==> src/rtl/csel_adder_pipe.sv <==
// ---------------------------------------------------------------------------
// csel_adder_pipe
//   Two-stage pipelined carry-select adder/subtractor.
//   Stage 1 computes segment 0 with the true carry-in.
//   For every other SEG-bit segment, stage 1 precomputes the sum and
//   carry-out for both carry-in values.
//   Stage 2 resolves the segment carry chain through select muxes.
//   It then applies wrap or signed-saturation mode and registers the result.
//
// Ports
//   clk        rising-edge clock
//   rst_n      asynchronous active-low reset
//   in_valid   operand beat valid
//   in_ready   block can accept a beat this cycle (combinational from out_ready)
//   a, b       operands, WIDTH bits
//   cin        carry-in (add) / borrow-in (sub)
//   op         00 add, 01 sub, 10 signed sat add, 11 signed sat sub
//   out_valid  result beat valid
//   out_ready  downstream accepts result
//   sum        result, WIDTH bits
//   cout       raw carry-out of the top segment
//   of         signed overflow of the unsaturated result
//   zero       final (post-saturation) sum is zero
//   sat        saturation was applied
// ---------------------------------------------------------------------------
module csel_adder_pipe #(
  parameter int WIDTH = 32,
  parameter int SEG   = 8
) (
  input  logic             clk,
  input  logic             rst_n,
  input  logic             in_valid,
  output logic             in_ready,
  input  logic [WIDTH-1:0] a,
  input  logic [WIDTH-1:0] b,
  input  logic             cin,
  input  logic [1:0]       op,
  output logic             out_valid,
  input  logic             out_ready,
  output logic [WIDTH-1:0] sum,
  output logic             cout,
  output logic             of,
  output logic             zero,
  output logic             sat
);

  localparam int NSEG = WIDTH / SEG;

  // Handshake
  logic s1_valid_q, s2_valid_q;
  logic adv1, adv2, accept;

  assign adv2     = !s2_valid_q || out_ready;
  assign adv1     = !s1_valid_q || adv2;
  assign in_ready = adv1;
  assign accept   = in_valid && adv1;

  // Stage 1: operand conditioning and per-segment dual-carry sums
  logic [WIDTH-1:0]   b_eff;
  logic               c_eff;
  logic [SEG-1:0]     seg0_sum_d;
  logic               seg0_c_d;
  logic [WIDTH-1:SEG] sum0_d, sum1_d;
  logic [NSEG-1:1]    cout0_d, cout1_d;

  always_comb begin
    // Subtraction is a + ~b + ~borrow
    b_eff = op[0] ? ~b : b;
    c_eff = op[0] ? ~cin : cin;
    {seg0_c_d, seg0_sum_d} = {1'b0, a[SEG-1:0]} + {1'b0, b_eff[SEG-1:0]}
                           + {{SEG{1'b0}}, c_eff};
    sum0_d  = '0;
    sum1_d  = '0;
    cout0_d = '0;
    cout1_d = '0;
    for (int k = 1; k < NSEG; k++) begin
      {cout0_d[k], sum0_d[k*SEG +: SEG]} = {1'b0, a[k*SEG +: SEG]}
                                         + {1'b0, b_eff[k*SEG +: SEG]};
      {cout1_d[k], sum1_d[k*SEG +: SEG]} = {1'b0, a[k*SEG +: SEG]}
                                         + {1'b0, b_eff[k*SEG +: SEG]}
                                         + {{SEG{1'b0}}, 1'b1};
    end
  end

  logic [SEG-1:0]     s1_seg0_sum_q;
  logic               s1_seg0_c_q;
  logic [WIDTH-1:SEG] s1_sum0_q, s1_sum1_q;
  logic [NSEG-1:1]    s1_cout0_q, s1_cout1_q;
  logic               s1_a_msb_q, s1_b_msb_q, s1_sat_op_q;

  always_ff @(posedge clk or negedge rst_n) begin
    if (!rst_n) begin
      s1_valid_q    <= 1'b0;
      s1_seg0_sum_q <= '0;
      s1_seg0_c_q   <= 1'b0;
      s1_sum0_q     <= '0;
      s1_sum1_q     <= '0;
      s1_cout0_q    <= '0;
      s1_cout1_q    <= '0;
      s1_a_msb_q    <= 1'b0;
      s1_b_msb_q    <= 1'b0;
      s1_sat_op_q   <= 1'b0;
    end else begin
      if (adv1) s1_valid_q <= in_valid;
      if (accept) begin
        s1_seg0_sum_q <= seg0_sum_d;
        s1_seg0_c_q   <= seg0_c_d;
        s1_sum0_q     <= sum0_d;
        s1_sum1_q     <= sum1_d;
        s1_cout0_q    <= cout0_d;
        s1_cout1_q    <= cout1_d;
        s1_a_msb_q    <= a[WIDTH-1];
        s1_b_msb_q    <= b_eff[WIDTH-1];
        s1_sat_op_q   <= op[1];
      end
    end
  end

  // Stage 2: carry-select resolution, overflow and saturation
  logic [WIDTH-1:0] raw_sum, sat_val, sum_d;
  logic             carry, cout_d, of_d, sat_d, zero_d;

  always_comb begin
    carry                = s1_seg0_c_q;
    raw_sum              = '0;
    raw_sum[SEG-1:0]     = s1_seg0_sum_q;
    for (int k = 1; k < NSEG; k++) begin
      raw_sum[k*SEG +: SEG] = carry ? s1_sum1_q[k*SEG +: SEG] : s1_sum0_q[k*SEG +: SEG];
      carry                 = carry ? s1_cout1_q[k] : s1_cout0_q[k];
    end
    cout_d  = carry;
    of_d    = (s1_a_msb_q == s1_b_msb_q) && (raw_sum[WIDTH-1] != s1_a_msb_q);
    sat_d   = s1_sat_op_q && of_d;
    // Overflow direction follows the sign of a: positive clamps to max, negative to min
    sat_val = {s1_a_msb_q, {(WIDTH-1){~s1_a_msb_q}}};
    sum_d   = sat_d ? sat_val : raw_sum;
    zero_d  = (sum_d == '0);
  end

  logic [WIDTH-1:0] sum_q;
  logic             cout_q, of_q, zero_q, sat_q;

  always_ff @(posedge clk or negedge rst_n) begin
    if (!rst_n) begin
      s2_valid_q <= 1'b0;
      sum_q      <= '0;
      cout_q     <= 1'b0;
      of_q       <= 1'b0;
      zero_q     <= 1'b0;
      sat_q      <= 1'b0;
    end else if (adv2) begin
      s2_valid_q <= s1_valid_q;
      // Bubbles advance the valid bit only; result fields keep the last beat
      if (s1_valid_q) begin
        sum_q  <= sum_d;
        cout_q <= cout_d;
        of_q   <= of_d;
        zero_q <= zero_d;
        sat_q  <= sat_d;
      end
    end
  end

  assign out_valid = s2_valid_q;
  assign sum       = sum_q;
  assign cout      = cout_q;
  assign of        = of_q;
  assign zero      = zero_q;
  assign sat       = sat_q;

endmodule

==> config.mk <==
export PLATFORM = sky130hd
export DESIGN_NAME = csel_adder_pipe
export DESIGN_NICKNAME = d
export VERILOG_FILES = /design/src/rtl/csel_adder_pipe.sv
export SDC_FILE = /design/constraint.sdc
export NUM_CORES = 1
export LEC_CHECK = 0
export CAP_MARGIN = 10
export CORE_MARGIN = 2
export CORE_UTILIZATION = 49
export CTS_CLUSTER_DIAMETER = 100
export DETAILED_ROUTE_END_ITERATION = 8
export PLACE_DENSITY = 0.86
export SYNTH_ARGS = -nofsm -noshare
export SYNTH_HDL_FRONTEND = slang
export SYNTH_SLANG_ARGS = --single-unit
==> constraint.sdc <==
create_clock -name clk -period 2.3 [get_ports clk]
set_input_delay 0.46 -clock clk [delete_from_list [all_inputs] [get_ports clk]]
set_output_delay 0.46 -clock clk [all_outputs]
set_load 0.03 [all_outputs]
Word level (Yosys, flattened, before mapping)
Index checks and enable logic that the tools add are counted.
Cells by class
  equality and inequality tests: 2
  muxes and demuxes: 9
  $add $sub $neg: 8
  reductions and logical operators: 9
  bitwise operators: 3
Operators with widths (count)
  $mux 32: 2
  $add 8x8->9: 4
  $logic_not 32->1: 1
  $not 32->32: 1
  $add 9x1->9 const B: 3
  $mux 8: 3
  $add 9x1->9: 1
  $mux 1: 4
  $logic_and 1x1->1: 3
  $logic_not 1->1: 2
  $logic_or 1x1->1: 2
  $not 1->1: 2
  $reduce_and 2->1: 1
  $eq 1x1->1: 1
  $ne 1x1->1: 1
Word-level totals
  bits in registers: 104
  bits of input ports: 71
  output and inout bits: 38
  logic and storage cells: 47

Logic depth before layout (Yosys ltp)
Gate-level depths: netlist of the first run.
  depth in word-level cells: 8
  mapped depth: 13
  depth with buffers taken out: 11

Worst setup path before layout of the first run
OpenSTA, ideal clock, no wires.
  path type: input to register
  start: input op[0]
  end: register s1_cout1_q[2] (netlist name)
  path slack: -889 ps
  cell stages on the path: 13
  data required time: 2174 ps
  library setup time: 126 ps
  buffers on the path: 2
  data arrival time: 3063 ps
  cell sequence: clkbuf_1 buf_1 xor2_1 ha_1 inv_1 fa_1 nor2b_1 o31ai_1 xnor2_1 nand4_1 nor2_1 a311oi_1 a221o_1
On the way
  longest elaborated chain between the ends: 3
Ends and longest elaborated chain
  start, declared: RTL line 37  | input logic [1:0] op,
  $mux 32: RTL line 68  | b_eff = op[0] ? ~b : b;
  $add 8x8->9: RTL line 80  | + {1'b0, b_eff[k*SEG +: SEG]}
  $add 9x1->9: RTL line 81  | + {{SEG{1'b0}}, 1'b1};
  end signal, assigned: RTL line 111  | s1_cout1_q <= cout1_d;
  end, declared: RTL line 88  | logic [NSEG-1:1] s1_cout0_q, s1_cout1_q;
No other way between the ends.
A chain may end at the register's enable or synchronous reset.

Worst setup path after layout of the first run
Same ends and word-level chain as after synthesis.

==> run summary, run 1 <==
status: finished with violations
failing checks: negative setup slack
Post-DP HPWL: 12070 um
Area Overhead vs Synth: 48.80%
CTS Hold Bufs: 0
row count: 41
layout cells sized above 1: 33.88%
CORE AREA: 12570 um^2
Pins Over Slew Limit: 0
GPL Wtd Cong: 0.8485
detailed router's first-iteration violation count: 551
antenna-violating nets left: 0
Final setup viols: 14
Die Wd: 117.2 um
period utilization: 109.1%
Crit path arrival time: 2.74 ns
clock transition at the registers of the reported paths: 0.07 ns
Final nets: 958
Mapped Cells: 648
Post-synth EDFFs: 0
Final Hold Fails: 0
Distinct cells, synth: 49
worst vdd ir: 0.5211 mV
minimum clock period: 2.510 ns
DRC Markers: 0
hold slack: 0.1420 ns
first-pass GRT wire length: 28170 um
final worst slack: -0.2098 ns
final global-route overflow total: 0
final WL: 19950 um
mapped cell area: 6281 um^2
WL per Instance: 19.52 um
Yosys Warn Count: 0
Net Count, Synth: 761
clk_lat worst skew: 0.35 ns
CTS root buffer: clkbuf_16
final instance area: 9346 um^2
pin count of the biggest net entering global routing: 58
# fillers: 740
I/O pins: 109
Pre-Repair DR Iteration Count: 5
WP data required: 2.53 ns
worst setup path category: input pin to register
crit end category: register
Seq cells post-synth: 104
Seq/Total Area, Yosys: 41.43%
Slew @ Worst Pin: 0.6829 ns
n_diodes: 0
Vias/cell: 5.813
RSZ-0062 raised after global routing: true
total number of vias: 5941
number of global-route vias before repair: 5773
Post-synth top flop: dfrtp_1
Die ar.: 13740 um^2
Port Buf Inserts: 108
CTS sink count: 104
Min-Delay Path Class: input pin to async pin
syn avg cell area: 9.693 um^2
die span in y: 117.2 um
element type at the critical path start: input pin
Leakage Power: 4.089 nW
placed cell area: 8324 um^2
H-tree levels: 3
CTS Buf Count: 9
clk_skew: 0.007738 ns
max-cap viol count: 0
Fmax: 398.4 MHz
CTS tree: built
post-layout util: 74.37%
Power Dens Cells: 987.8 nW/um^2
worst-path maximum fanout: 11
Longest Clk Path Bufs: 2
Async SR Flop Fraction: 100.0%
initial antenna violation count: 0
Total Routing Usage GR: 26.33%
total power: 9.232 mW
relative slew slack: 54.48%
Initial Utilization: 49.98%
## power by group
part / leakage, nW / switching [mW] / internal [mW]
sequential: 1.27 / 0.526 / 2.45
combinational: 2.65 / 2.35 / 2.11
clock: 0.170 / 0.701 / 1.10
## path summary, 6_finish.rpt
path | start | end | slack [ns] | cells past startpoint
worst max-delay path | op[0] | s1_cout1_q[2] | -0.21 | 13
worst min-delay path | rst_n | s1_sum0_q[29] | 0.14 | 1
worst max register to register | s1_seg0_c_q | sum[0] | -0.01 | 8
worst min register to register | sum[25] | sum[25] | 0.48 | 2
max in group asynchronous | rst_n | s1_sum1_q[24] | 1.51 | 2
min in group clk | sum[25] | sum[25] | 0.48 | 2
## state kept, by name, summed over array words and instances, names as in the netlist, 3 cells and up
signal	count
s1_seg0_sum_q	8
s1_cout0_q	3
sum	32
s1_sum0_q	24
s1_cout1_q	3
s1_sum1_q	24
## worst max-delay path: stages
cell and delay, ns:
buf_8 0.10, buf_12 0.14, xor2_2 0.12, ha_2 0.21, inv_2 0.05, fa_2 0.36
nor2b_4 0.20, o31ai_4 0.09, xnor2_2 0.20, nand4_1 0.18, nor2_2 0.21, a311oi_2 0.12
a221o_1 0.29
## cell usage after synthesis, drive strengths merged, types with 4 or more instances
master  count  share of area [%]
nand3b      4               0.48
a21o        5               0.60
xnor2      25                3.5
nor4        9               0.90
clkbuf     21                1.3
o21ai      84                6.7
and3        8               0.80
a21oi      45                3.6
inv        18                1.1
buf        10               0.68
nand4       4               0.40
fa          5                1.6
nand3      11               0.88
dfrtp     104                 41
ha         37                7.4
xor2       47                6.6
mux2       49                8.8
o21bai      5               0.60
nor2       16               0.96
nand2b      7               0.70
nand2      84                5.0
o31ai       4               0.48
mux2i       4               0.76
nor3       11               0.88
## stage by stage
step / cells / TNS, ns / setup WS, ns
after floorplan: 648 / -4.030 / -0.4293
after global placement: 984 / -17.69 / -0.6230
after detailed placement: 984 / -21.18 / -0.7363
after CTS: 1014 / -0.3219 / -0.1268
after global routing: 1022 / -3.272 / -0.2541
final: 1022 / -1.241 / -0.2098
## final cells by class
cell class | count | area, um^2 | share of cell area, %
multi-input combinational | 495 | 4126 | 44.15
sequential | 104 | 2603 | 27.84
timing repair buffer | 217 | 1988 | 21.27
clock buffer | 11 | 242.7 | 2.597
tap | 172 | 215.2 | 2.303
clock inverter | 5 | 103.9 | 1.111
inverter | 18 | 67.56 | 0.7229
## placed cells by master, fill, tap and decap left out, types with 6 or more instances in the layout
master / synthesis / final
dfrtp_1: 104 / 104
buf_4: 0 / 98
clkdlybuf4s50_1: 0 / 83
nand2_1: 84 / 78
mux2_2: 49 / 49
o21ai_1: 32 / 48
a21oi_1: 45 / 35
xor2_1: 47 / 34
o21ai_0: 52 / 29
ha_1: 37 / 28
dlygate4sd2_1: 0 / 18
xnor2_1: 25 / 15
inv_1: 18 / 12
xor2_2: 0 / 12
nor2_1: 16 / 12
nor4_1: 9 / 9
clkbuf_16: 0 / 9
a21oi_2: 0 / 8
nor3_1: 11 / 8
xnor2_2: 0 / 8
o21ai_2: 0 / 7
inv_2: 0 / 6
nand2b_1: 7 / 6
nand2_2: 0 / 6
buf_12: 0 / 6
## kinds of logic (layout without fill, tap and decap cells)
family | after synthesis | count (layout) | synth area share [%]
flops | 104 | 104 | 41.43
mux | 53 | 53 | 9.542
compound gates | 161 | 161 | 14.28
xor+xnor | 72 | 72 | 10.04
buf+inv | 49 | 251 | 3.008
simple gates | 167 | 167 | 12.73
fa+ha+maj | 42 | 42 | 8.964
## metal layers
layer | share of wire [%] | global-route usage, % | vias up | routed length, um
met5 | 0 | 0 | - | 0
met4 | 4.6 | 9.804 | 0 | 921
met3 | 7.5 | 4.583 | 89 | 1494
met2 | 50 | 45.36 | 330 | 9887
met1 | 38 | 33.27 | 2858 | 7648
li1 | - | - | 2664 | -
## what timing repair did
action,in CTS,in global routing
endpoints found under the setup margin,34,29
pin swaps,76,77
setup buffers,14,9
resized for setup,66,64
No activity file was read; power rests on OpenSTA's default activity.
==> inputs of run 2 (changes only) <==
- CORE_UTILIZATION: 49 -> 50
- DONT_BUFFER_PORTS: default -> 1
- PLACE_DENSITY: 0.86 -> 0.76
==> run 2 against run 1 <==
Effect of this change: the flow finishes with violations (negative hold slack); utilization decreased by 14 points; wire length decreased by 32%; count of clock-buffer cells in the layout unchanged; first-iteration DRC count decreased by 51%; clock power decreased by 17%; setup slack improved by 0.32 ns; critical path type is now register to register.
==> run summary, run 2 (synthesized netlist as in run 1, its figures left out) <==
status: finished with violations
failing checks: negative hold slack
element type at the critical path start: register
Die ar.: 13470 um^2 (-1.9%)
CTS tree: built
GPL Wtd Cong: 0.8663 (+2.1%)
RSZ-0062 raised after global routing: true
most frequent cells in the layout: dfrtp_1 (104), nand2_1 (81), buf_4 (54), mux2_2 (49), o21ai_1 (45)
n_diodes: 0 (unchanged)
CTS sink count: 104 (unchanged)
relative slew slack: 60.62% (+6.1 points)
CP Buf/Inv Count: 2 (-1)
worst-path maximum fanout: 25 (+14)
Power Dens Cells: 1032 nW/um^2 (+4.5%)
Longest Clk Path Bufs: 2 (unchanged)
DRC Markers: 0 (unchanged)
slowest stage delay, CP: 0.41 ns (+0.05 ns)
worst setup path category: register to register
clk_lat worst skew: 0.34 ns (about the same)
antenna-violating nets left: 0 (unchanged)
WL per Instance: 15.94 um (-18%)
Final setup viols: 0 (-14)
CTS root buffer: clkbuf_16
Die Wd: 116.1 um (-0.97%)
max-cap viol count: 0 (unchanged)
commonest non-fill, non-tap cell in the layout: dfrtp_1
Area Overhead vs Synth: 16.24%
WP data required: 2.55 ns (+0.02 ns)
Total Routing Usage GR: 21.29% (-5.0 points)
layout cells sized above 1: 24.24% (-9.6 points)
first-pass GRT wire length: 22470 um (-20%)
hold slack: -0.1955 ns (-0.3375 ns)
initial antenna violation count: 0 (unchanged)
CORE AREA: 12160 um^2 (-3.2%)
total number of vias: 4670 (-21%)
Top delay family on crit path: multiplexers
# fillers: 983 (+33%)
pin count of the biggest net entering global routing: 105 (+81%)
final WL: 13660 um (-32%)
CTS Buf Count: 9 (unchanged)
period utilization: 95.16% (-14 points)
placed cell area: 6985 um^2 (-16%)
Post-DP HPWL: 10550 um (-13%)
GR Util met1: 32.49% (-0.78 points)
Pins Over Slew Limit: 0 (unchanged)
crit end category: register
Crit path arrival time: 2.44 ns (-0.30 ns)
I/O pins: 109 (unchanged)
final global-route overflow total: 0 (unchanged)
worst vdd ir: 0.4391 mV (-16%)
Pre-Repair DR Iteration Count: 4 (-1)
grt met2 use: 30.60% (-15 points)
Port Buf Inserts: 0 (-100%)
met3 Use GR: 4.446% (-0.14 points)
crit-path cells: mux2i_4, mux2i_2, mux2i_2, buf_4, nor4b_4, buf_6, o21ai_0, o21ai_0
slowest cell on the critical path: dfrtp_1
max reg flops: 32 (unchanged)
die span in y: 116.1 um (-0.97%)
Initial Utilization: 51.65% (+1.7 points)
detailed router's first-iteration violation count: 269 (-51%)
Vias/cell: 5.449 (-6.3%)
clock transition at the registers of the reported paths: 0.07 ns (about the same)
number of global-route vias before repair: 4471 (-23%)
final instance area: 7301 um^2 (-22%)
setup bufs post-CTS: 0 (-14)
Min-Delay Path Class: input pin to async pin
Leakage Power: 3.199 nW (-22%)
Final nets: 798 (-17%)
Fmax: 456.9 MHz (+15%)
minimum clock period: 2.189 ns (-0.3212 ns)
clk_skew: 0.008196 ns (+0.0004577 ns)
Final Hold Fails: 104 (+104)
row count: 40 (-2.4%)
Slew @ Worst Pin: 0.5907 ns (-0.09215 ns)
GR peak layer: met1
H-tree levels: 3 (unchanged)
==> run 2: cell count changes in the layout (fill, tap and decap cells not counted), sizes merged <==
| cell | change |
|---|---|
| buf | -55 |
| clkinv | +1 |
| dlygate4sd2 | -18 |
| bufinv | -2 |
| dlymetal6s2s | -3 |
| clkbuf | -1 |
| clkdlybuf4s50 | -83 |
==> run 2: layer usage <==
metal	part of all wire [%]	up-vias
li1	-	2340
met1	49	2196
met2	43	122
met3	7.2	12
met4	1.2	0
met5	0	-
==> run 2: path summary, 6_finish.rpt <==
path                            slack [ns]  cells after the start            end          from
min in group clk                      0.22                      1     s1_valid_q      in_valid
worst min register to register        0.48                      2   s1_sum1_q[8]  s1_sum1_q[8]
max in group asynchronous             2.30                      0  s1_sum1_q[30]         rst_n
worst min-delay path                 -0.20                      0  s1_sum1_q[25]         rst_n
worst max register to register        0.11                      8         sum[0]   s1_seg0_c_q
worst max-delay path                  0.11                      8         sum[0]   s1_seg0_c_q
==> run 2: layout make-up <==
class | instances | area, um^2 | share of cell area [%]
repair buffers | 57 | 456.7 | 6.255
multi-input cells | 495 | 3676 | 50.35
flip-flops and latches | 104 | 2603 | 35.65
well taps | 168 | 210.2 | 2.879
clock inverters | 4 | 45.04 | 0.6170
clock buffers | 11 | 242.7 | 3.325
inverters | 18 | 67.56 | 0.9255
==> run 2: stage by stage <==
step                      total power, mW  util, %  setup TNS, ns  instances  setup slack (ns)
after CTS                           7.542    59.80              0        857           0.02223
after global routing                8.036    60.03       -0.03415        857          -0.03415
after global placement              5.897    57.44        -0.7859        842           -0.1348
after detailed placement            6.032    57.44         -1.882        842           -0.2185
final                               7.535    60.03              0        857            0.1114
after floorplan                     5.176        -         -4.030        648           -0.4293
==> run 2: report_power, final <==
group          internal (mW)  leakage [nW]  total [mW]  switching [mW]
clock                  0.862         0.145        1.49           0.629
combinational           1.32          1.79        2.54            1.23
sequential              2.45          1.27        3.50            1.05
==> run 2: repair_timing <==
action                                 4_1_cts  5_1_grt
endpoints found under the hold margin      104      104
gates resized for setup                      0        6
setup endpoints to repair                    0       27
==> inputs of run 3 (changes only) <==
- CAP_MARGIN: 10 -> default
- CELL_PAD_IN_SITES_DETAIL_PLACEMENT: default -> 0
- CELL_PAD_IN_SITES_GLOBAL_PLACEMENT: default -> 2
- CORE_MARGIN: 2 -> 4
- CORE_UTILIZATION: 50 -> 36
- PLACE_DENSITY: 0.76 -> 0.84
==> run 3 against run 2 <==
Effect of this change: the flow still finishes with violations (negative hold slack); non-clock buffer count increased by 7; final cell count increased by 7.6%; clock skew increased by 0.0015 ns; via count decreased by 2.2%; die area increased by 46%; flip-flop and latch count unchanged; setup slack got worse by 0.0073 ns; clock power increased by 3%; register-to-register slack about the same; sequential power about the same; combinational power about the same; global-route usage decreased by 5.9 points.
==> run summary, run 3 (synthesized netlist as in run 1, its figures left out) <==
CTS sink count: 104 (unchanged)
setup bufs post-CTS: 0 (unchanged)
status: finished with violations
Vias/cell: 4.951 (-9.1%)
Crit path arrival time: 2.42 ns (-0.02 ns)
Leakage Power: 3.238 nW (+1.2%)
n_diodes: 0 (unchanged)
layout cells sized above 1: 24.82% (+0.58 points)
element type at the critical path start: register
antenna-violating nets left: 0 (unchanged)
clock transition at the registers of the reported paths: 0.07 ns (about the same)
Initial Utilization: 36.57% (-15 points)
Total Routing Usage GR: 15.39% (-5.9 points)
Slew @ Worst Pin: 0.4584 ns (-0.1323 ns)
CTS tree: built
crit end category: register
DRC Markers: 0 (unchanged)
worst setup path category: register to register
Die Wd: 140.1 um (+21%)
relative slew slack: 69.18% (+8.6 points)
Port Buf Inserts: 0 (unchanged)
commonest non-fill, non-tap cell in the layout: dfrtp_1
row count: 48 (+20%)
final global-route overflow total: 0 (unchanged)
H-tree levels: 3 (unchanged)
CTS Buf Count: 9 (unchanged)
GPL Wtd Cong: 0.8293 (-4.3%)
initial antenna violation count: 0 (unchanged)
Final setup viols: 0 (unchanged)
first-pass GRT wire length: 24640 um (+9.6%)
total number of vias: 4565 (-2.2%)
Pre-Repair DR Iteration Count: 7 (+3)
clk_skew: 0.009728 ns (+0.001532 ns)
Fmax: 455.4 MHz (-0.33%)
WP data required: 2.52 ns (-0.03 ns)
Final nets: 805 (+0.88%)
CTS root buffer: clkbuf_16
Post-DP HPWL: 11590 um (+9.8%)
worst-path maximum fanout: 27 (+8.0%)
final WL: 14580 um (+6.7%)
clk_lat worst skew: 0.34 ns (about the same)
die span in y: 140.1 um (+21%)
Final Hold Fails: 104 (unchanged)
failing checks: negative hold slack
Die ar.: 19630 um^2 (+46%)
detailed router's first-iteration violation count: 237 (-12%)
max-cap viol count: 0 (unchanged)
setup TNS: 0 ns (unchanged)
dpl cells: 906 (+7.6%)
Power Dens Cells: 1021 nW/um^2 (-1.1%)
placed cell area: 7134 um^2 (+2.1%)
Min-Delay Path Class: input pin to async pin
period utilization: 95.47% (+0.32 points)
post-layout util: 43.47% (-17 points)
Longest Clk Path Bufs: 2 (unchanged)
most frequent cells in the layout: dfrtp_1 (104), nand2_1 (81), buf_4 (59), mux2_2 (49), o21ai_1 (45)
CORE AREA: 17180 um^2 (+41%)
minimum clock period: 2.196 ns (+0.007276 ns)
max reg flops: 32 (unchanged)
number of global-route vias before repair: 4775 (+6.8%)
Area Overhead vs Synth: 18.88%
I/O pins: 109 (unchanged)
Cell Count, Final, Fillers Out: 922 (+7.6%)
worst vdd ir: 0.3678 mV (-16%)
hold slack: -0.1873 ns (+0.008230 ns)
Pins Over Slew Limit: 0 (unchanged)
pin count of the biggest net entering global routing: 105 (unchanged)
WL per Instance: 15.81 um (-0.81%)
final instance area: 7467 um^2 (+2.3%)
-- run 3: changes by cell type in the layout (fill, tap and decap cells not counted), sizes merged --
| cell | delta |
|---|---|
| buf | +7 |
| clkinvlp | +1 |
-- run 3: stage by stage --
step	setup slack [ns]	power, mW
after global routing	-0.007469	8.179
after detailed placement	-0.3117	6.098
after global placement	-0.1805	6.015
after floorplan	-0.4293	5.176
final	0.1041	7.621
after CTS	0.03426	7.671
-- run 3: critical path, cell delays in order, from the launching register on --
cell and delay [ns]:
dfrtp_1 0.41, mux2i_4 0.33, mux2i_4 0.34, mux2i_4 0.32, nand4_1 0.18, buf_6 0.21, a21oi_1 0.21, o21ai_1 0.07
-- run 3: path summary, 6_finish.rpt --
check / from / to / slack [ns] / cells after the start
hold reg to reg: s1_sum0_q[9] / s1_sum0_q[9] / 0.48 / 2
setup / recovery: s1_seg0_c_q / sum[3] / 0.10 / 7
hold / removal: rst_n / sum[11] / -0.19 / 0
max in group asynchronous: rst_n / s1_sum1_q[20] / 2.32 / 0
setup reg to reg: s1_seg0_c_q / sum[3] / 0.10 / 7
min in group clk: in_valid / s1_valid_q / 0.23 / 1
-- run 3: layout make-up --
cell class / count / area, um^2
Fill cell: 1699 / 9709
Clock buffer: 11 / 242.7
Multi-Input combinational cell: 495 / 3682
Tap cell: 225 / 281.5
Inverter: 18 / 67.56
Clock inverter: 5 / 56.30
Timing Repair Buffer: 64 / 534.3
Sequential cell: 104 / 2603
-- run 3: repair_timing --
item,in CTS,in global routing
hold endpoints to repair,104,104
endpoints found under the setup margin,2,20
gates resized for setup,1,6
-- run 3: report_power, final --
part           internal [mW]  switching, mW  total (mW)
registers               2.44           1.07        3.51
clock network          0.873          0.663        1.54
logic                   1.35           1.22        2.57
total                   4.67           2.95        7.62
-- run 3: routing by layer --
| layer | track usage [%] | wire (um) | up-vias |
|---|---|---|---|
| met2 | 21.88 | 5878 | 102 |
| met1 | 23.19 | 7681 | 2090 |
| met4 | 3.825 | 176 | 0 |
| met5 | 0 | 0 | - |
| met3 | 4.199 | 839 | 11 |
| li1 | - | - | 2362 |
